File: config.mk
export PLATFORM = sky130hd
export DESIGN_NAME = vx_stream_scatter
export DESIGN_NICKNAME = d
export VERILOG_FILES = /design/src/rtl/vx_stream_scatter.sv
export SDC_FILE = /design/constraint.sdc
export NUM_CORES = 1
export LEC_CHECK = 0
export CORE_AREA = 2 2 121 123
export CTS_CLUSTER_DIAMETER = 200
export CTS_CLUSTER_SIZE = 28
export DETAILED_ROUTE_END_ITERATION = 10
export DIE_AREA = 0 0 123 125
export PLACE_DENSITY_LB_ADDON = 0.2
export SYNTH_ARGS = -nofsm -noshare
export SYNTH_HDL_FRONTEND = slang
export SYNTH_SLANG_ARGS = --single-unit
File: constraint.sdc
create_clock -name clk -period 1.7 [get_ports clk]
set_input_delay 0.34 -clock clk [delete_from_list [all_inputs] [get_ports clk]]
set_output_delay 0.34 -clock clk [all_outputs]
set_load 0.03 [all_outputs]
File: src/rtl/vx_stream_scatter.sv
`default_nettype none
// ============================================================================
// Module   : vx_stream_scatter
// Purpose  : Splits a packed multi-lane packet (valid, lane mask, per-lane
//            data, shared tag) into NUM_REQS independent per-lane valid/ready
//            streams. Lanes drain in any order; the packet retires (ready_in)
//            only once every masked lane has been accepted.
// Ports    : clk, reset_n (async, active-low)
//            valid_in/mask_in/data_in/tag_in -> packet input, ready_in = retire
//            valid_out/data_out/tag_out/ready_out -> per-lane output streams
//            busy -> packet partially drained
// Revision : 1.0  initial release
// ============================================================================
module vx_stream_scatter #(
  parameter int NUM_REQS   = 4,
  parameter int DATA_WIDTH = 32,
  parameter int TAG_WIDTH  = 8,
  parameter int OUT_BUF    = 0
) (
  input  logic                           clk,
  input  logic                           reset_n,
  input  logic                           valid_in,
  input  logic [NUM_REQS-1:0]            mask_in,
  input  logic [NUM_REQS*DATA_WIDTH-1:0] data_in,
  input  logic [TAG_WIDTH-1:0]           tag_in,
  output logic                           ready_in,
  output logic [NUM_REQS-1:0]            valid_out,
  output logic [NUM_REQS*DATA_WIDTH-1:0] data_out,
  output logic [NUM_REQS*TAG_WIDTH-1:0]  tag_out,
  input  logic [NUM_REQS-1:0]            ready_out,
  output logic                           busy
);

  localparam int c_BEAT_W = DATA_WIDTH + TAG_WIDTH;

  logic [NUM_REQS-1:0] r_sent_mask;
  logic [NUM_REQS-1:0] w_pending;
  logic [NUM_REQS-1:0] w_lr;
  logic [NUM_REQS-1:0] w_fire;

  // Lanes still owed for the current packet; gated by reset_n so nothing is
  // offered while the block is held in reset.
  assign w_pending = (reset_n && valid_in) ? (mask_in & ~r_sent_mask) : '0;
  assign w_fire    = w_pending & w_lr;

  // Retire when no owed lane is left unaccepted this cycle (covers mask == 0).
  assign ready_in  = reset_n & valid_in & ((w_pending & ~w_fire) == '0);
  assign busy      = |r_sent_mask;

  generate
    if (NUM_REQS > 1) begin : g_multi
      always_ff @(posedge clk or negedge reset_n) begin
        if (!reset_n) begin
          r_sent_mask <= '0;
        end else if (ready_in) begin
          r_sent_mask <= '0;
        end else if (valid_in) begin
          r_sent_mask <= r_sent_mask | w_fire;
        end
      end
    end else begin : g_single
      // A single lane either fires and retires the packet or stalls, so
      // there is never any partial progress to remember.
      assign r_sent_mask = '0;
    end
  endgenerate

  generate
    for (genvar i = 0; i < NUM_REQS; i++) begin : g_lane
      if (OUT_BUF == 0) begin : g_comb
        assign w_lr[i]                                = ready_out[i];
        assign valid_out[i]                           = w_pending[i];
        assign data_out[i*DATA_WIDTH +: DATA_WIDTH]   = data_in[i*DATA_WIDTH +: DATA_WIDTH];
        assign tag_out[i*TAG_WIDTH +: TAG_WIDTH]      = tag_in;
      end else begin : g_skid
        // Two-entry skid buffer: head drives the outputs, tail catches the
        // beat that arrives in the cycle the head stalls.
        logic                r_head_v;
        logic                r_tail_v;
        logic [c_BEAT_W-1:0] r_head;
        logic [c_BEAT_W-1:0] r_tail;
        logic [c_BEAT_W-1:0] w_beat;
        logic                w_push;
        logic                w_pop;

        assign w_beat  = {tag_in, data_in[i*DATA_WIDTH +: DATA_WIDTH]};
        assign w_push  = w_fire[i];
        assign w_pop   = r_head_v & ready_out[i];
        assign w_lr[i] = ~r_tail_v;

        always_ff @(posedge clk or negedge reset_n) begin
          if (!reset_n) begin
            r_head_v <= 1'b0;
            r_tail_v <= 1'b0;
            r_head   <= '0;
            r_tail   <= '0;
          end else if (!r_head_v) begin
            if (w_push) begin
              r_head   <= w_beat;
              r_head_v <= 1'b1;
            end
          end else if (!r_tail_v) begin
            if (w_push && w_pop) begin
              r_head <= w_beat;
            end else if (w_push) begin
              r_tail   <= w_beat;
              r_tail_v <= 1'b1;
            end else if (w_pop) begin
              r_head_v <= 1'b0;
            end
          end else if (w_pop) begin
            // Full: no push is possible, so only the tail advances.
            r_head   <= r_tail;
            r_tail_v <= 1'b0;
          end
        end

        assign valid_out[i]                         = r_head_v;
        assign data_out[i*DATA_WIDTH +: DATA_WIDTH] = r_head[DATA_WIDTH-1:0];
        assign tag_out[i*TAG_WIDTH +: TAG_WIDTH]    = r_head[c_BEAT_W-1:DATA_WIDTH];
      end
    end
  endgenerate

`ifndef SYNTHESIS
  // Upstream must hold the packet contents while it waits for retirement.
  a_hold_stable: assert property (@(posedge clk) disable iff (!reset_n)
    (valid_in && !ready_in) |=> ($stable(mask_in) && $stable(data_in) && $stable(tag_in)));
`endif

endmodule
`default_nettype wire
==> flow_summary_export.csv <==
group,metric,value,unit
run_status,status,"finished, violations left",
run_status,failed_checks,"negative setup slack",
timing,worstMarginPinSlew,223.3,ps
cells_and_area,num-fill-cells,1694,
timing,slew_headroom,85.05,%
pwr,vdd_drop_max,0.0001935,V
synth,synth_top_family_by_area,"buffers and inverters",
setup_path,crit_slowest_cell,"or3b_4",
setup_path,crit_type,"in -> out",
cells_and_area,syn_to_final_growth,-41.09,%
synth,muxShareOfSynthArea,0,%
grt,grt_use_total,4.432,%
cells_and_area,final_cell_mix,"buf_4, dlygate4sd2_1, a31oi_1, a21oi_1, dfrtp_1",
clock_tree,root_buffer,"clkbuf_16",
clock_tree,clk_latency,220,ps
grt,grt_pass1_vias,668,
grt,grt_pass1_wl,4.519,mm
placed_design,routabilityCongestion,0.5817,
synth,synthTopCellsByArea,"buf_4, dfrtp_1, a31oi_1, a21oi_1, a311oi_2",
drt,drc,0,
synth,synth_top_area_share,82.69,%
synth,ys_types,16,
synth,syn_area,1453,um^2
synth,synth_fp_nets,336,
grt,gr-total-overflow,0,
drt,drtPass1Iterations,4,
die,start_util,10.23,%
timing,rsz0062_at_grt,"true",
die,num_rows,44,
synth,synth-compound-area-share,4.823,%
die,num_io_pins,313,
synth,synth_simple_gate_area_share,5.082,%
die,die_w,123,um
drt,avgRoutedWirePerCell,13.77,um
clock_tree,cts.reportedPaths.clkPinSlew,30,ps
clock_tree,ctsLongestPathBuffers,2,
timing,hold_viol,0,
synth,synthXorXnorAreaFrac,0,%
placed_design,dp_hpwl,2.792,mm
cells_and_area,final_nets,210,
cells_and_area,regMostFlops,"r_sent_mask",
timing,setup_violations,2,
timing,skew,1.287,ps
clock_tree,cts_buffers,3,
setup_path,crit_chain,"dlygate4sd2_1, or3b_4, o31a_4, and2_4, buf_6",
timing,fmax,0.5718,GHz
worst_hold_path,hp-class,"in -> async",
cells_and_area,largest_reg_flops,4,
setup_path,crit_arrival,1410,ps
setup_path,rrSetupSlack,440,ps
setup_path,critPathMaxStageDelay,420,ps
grt,antenna_found_initial,1,
drt,finalWirelength,3.373,mm
setup_path,crit_fanout,2,
clock_tree,cts_tree,"built",
cells_and_area,fin_util,6.025,%
cells_and_area,antenna_cells,0,
die,die_y,125,um
cells_and_area,reg_top3,"r_sent_mask: 4 flops",
timing,fin_ws,-48.96,ps
pwr,leakage,0.3149,nW
pwr,powerDensity,808.7,nW/um^2
drt,ant_nets,0,
clock_tree,htreeDepth,1,
die,design.core.area,14200,um^2
synth,avgSynthCellArea,7.686,um^2
timing,slew_viol_final,0,
setup_path,worstPathRequired,1360,ps
synth,synth_top_area_cell,"buf_4",
placed_design,io_buffer_count,16,
timing,fin_crit,1749,ps
cells_and_area,final_common_cell,"buf_4",
flow_run,drv_cap,0,
clock_tree,clkSinkCount,4,
synth,synthCells,189,
drt,vias,539,
pwr,p_total,0.0006921,W
grt,grt_max_degree,6,
synth,yosysWarnings,0,
timing,fin_crit_sh,102.9,%
synth,yosys.area_share.adder,0,%
synth,ys_seq_area_share,6.891,%
die,die_area,15380,um^2
setup_path,endpoint_kind,"output pin",
setup_path,critPathLaunchType,"primary input",
synth,synth-seq-cells,4,
drt,via_per_inst,2.200,
drt,drt_iter0_markers,29,
cells_and_area,layout-drive-gt1-share,49.18,%
## cells in the mapped netlist
library cell / number
and3_1: 1
inv_1: 2
buf_4: 160
nor2_1: 3
o31a_2: 1
a311oi_2: 1
or4_1: 1
or3b_1: 1
nand3_1: 1
a31oi_1: 4
nor3b_1: 2
a21oi_1: 4
and2_1: 1
and2_0: 1
dfrtp_1: 4
nand2_1: 2
## final cells by class
class	count	area, um^2	share of cell area [%]
repair buffers	29	274.0	32.02
well taps	184	230.2	26.90
multi-input cells	23	168.9	19.74
flip-flops and latches	4	100.1	11.70
clock buffers	3	75.07	8.772
inverters	2	7.507	0.8772
## stage by stage
stage                     setup slack [ps]  hold slack (ps)  instance area (um^2)  instances  setup TNS, ps
after floorplan                      186.9            44.41                  1453        189              0
after global placement              -347.9            579.9                 754.5        241          -1200
after detailed placement            -332.7            568.7                 754.5        241          -1130
after CTS                           -98.59            240.0                 867.1        246         -117.9
after global routing                -91.10            85.21                 855.8        245         -138.1
final                               -48.96            55.91                 855.8        245         -51.09
## worst max-delay path, delay by kind of cell
family                 cells  cell delay, ps
AND/OR/NAND/NOR            2             560
AO/OA/AOI/OAI              1             130
buffers and inverters      2             380
## routing by layer
layer,track usage (%),routed length (um),vias up
li1,-,-,175
met1,2.399,660,203
met2,4.615,1201,71
met3,4.836,817,88
met4,9.291,679,2
met5,0,13,-
## power by group
group	leakage, nW	internal, W	switching, W
Clock	0.0370	0.000301	0.0000668
Sequential	0.0511	0.000114	0.0000191
Combinational	0.227	0.0000990	0.0000926
Total	0.315	0.000514	0.000178
## cells by family after synthesis
family	count (synthesis)
buf+inv	162
compound gates	10
flops	4
simple gates	13
## final timing paths
path | start | end | depth (start not counted)
worst max-delay path | ready_out[0] | ready_in | 5
worst min-delay path | reset_n | r_sent_mask[2] | 2
worst max register to register | r_sent_mask[0] | r_sent_mask[1] | 4
worst min register to register | r_sent_mask[1] | r_sent_mask[1] | 2
max in group asynchronous | reset_n | r_sent_mask[1] | 2
min in group clk | r_sent_mask[1] | r_sent_mask[1] | 2
## repair_timing
action	4_1_cts	5_1_grt
buffers inserted	2	0
pin swaps	5	3
gates resized for setup	16	2
hold buffers	0	0
setup endpoints to repair	6	4
(Power assumes the default switching activity.)
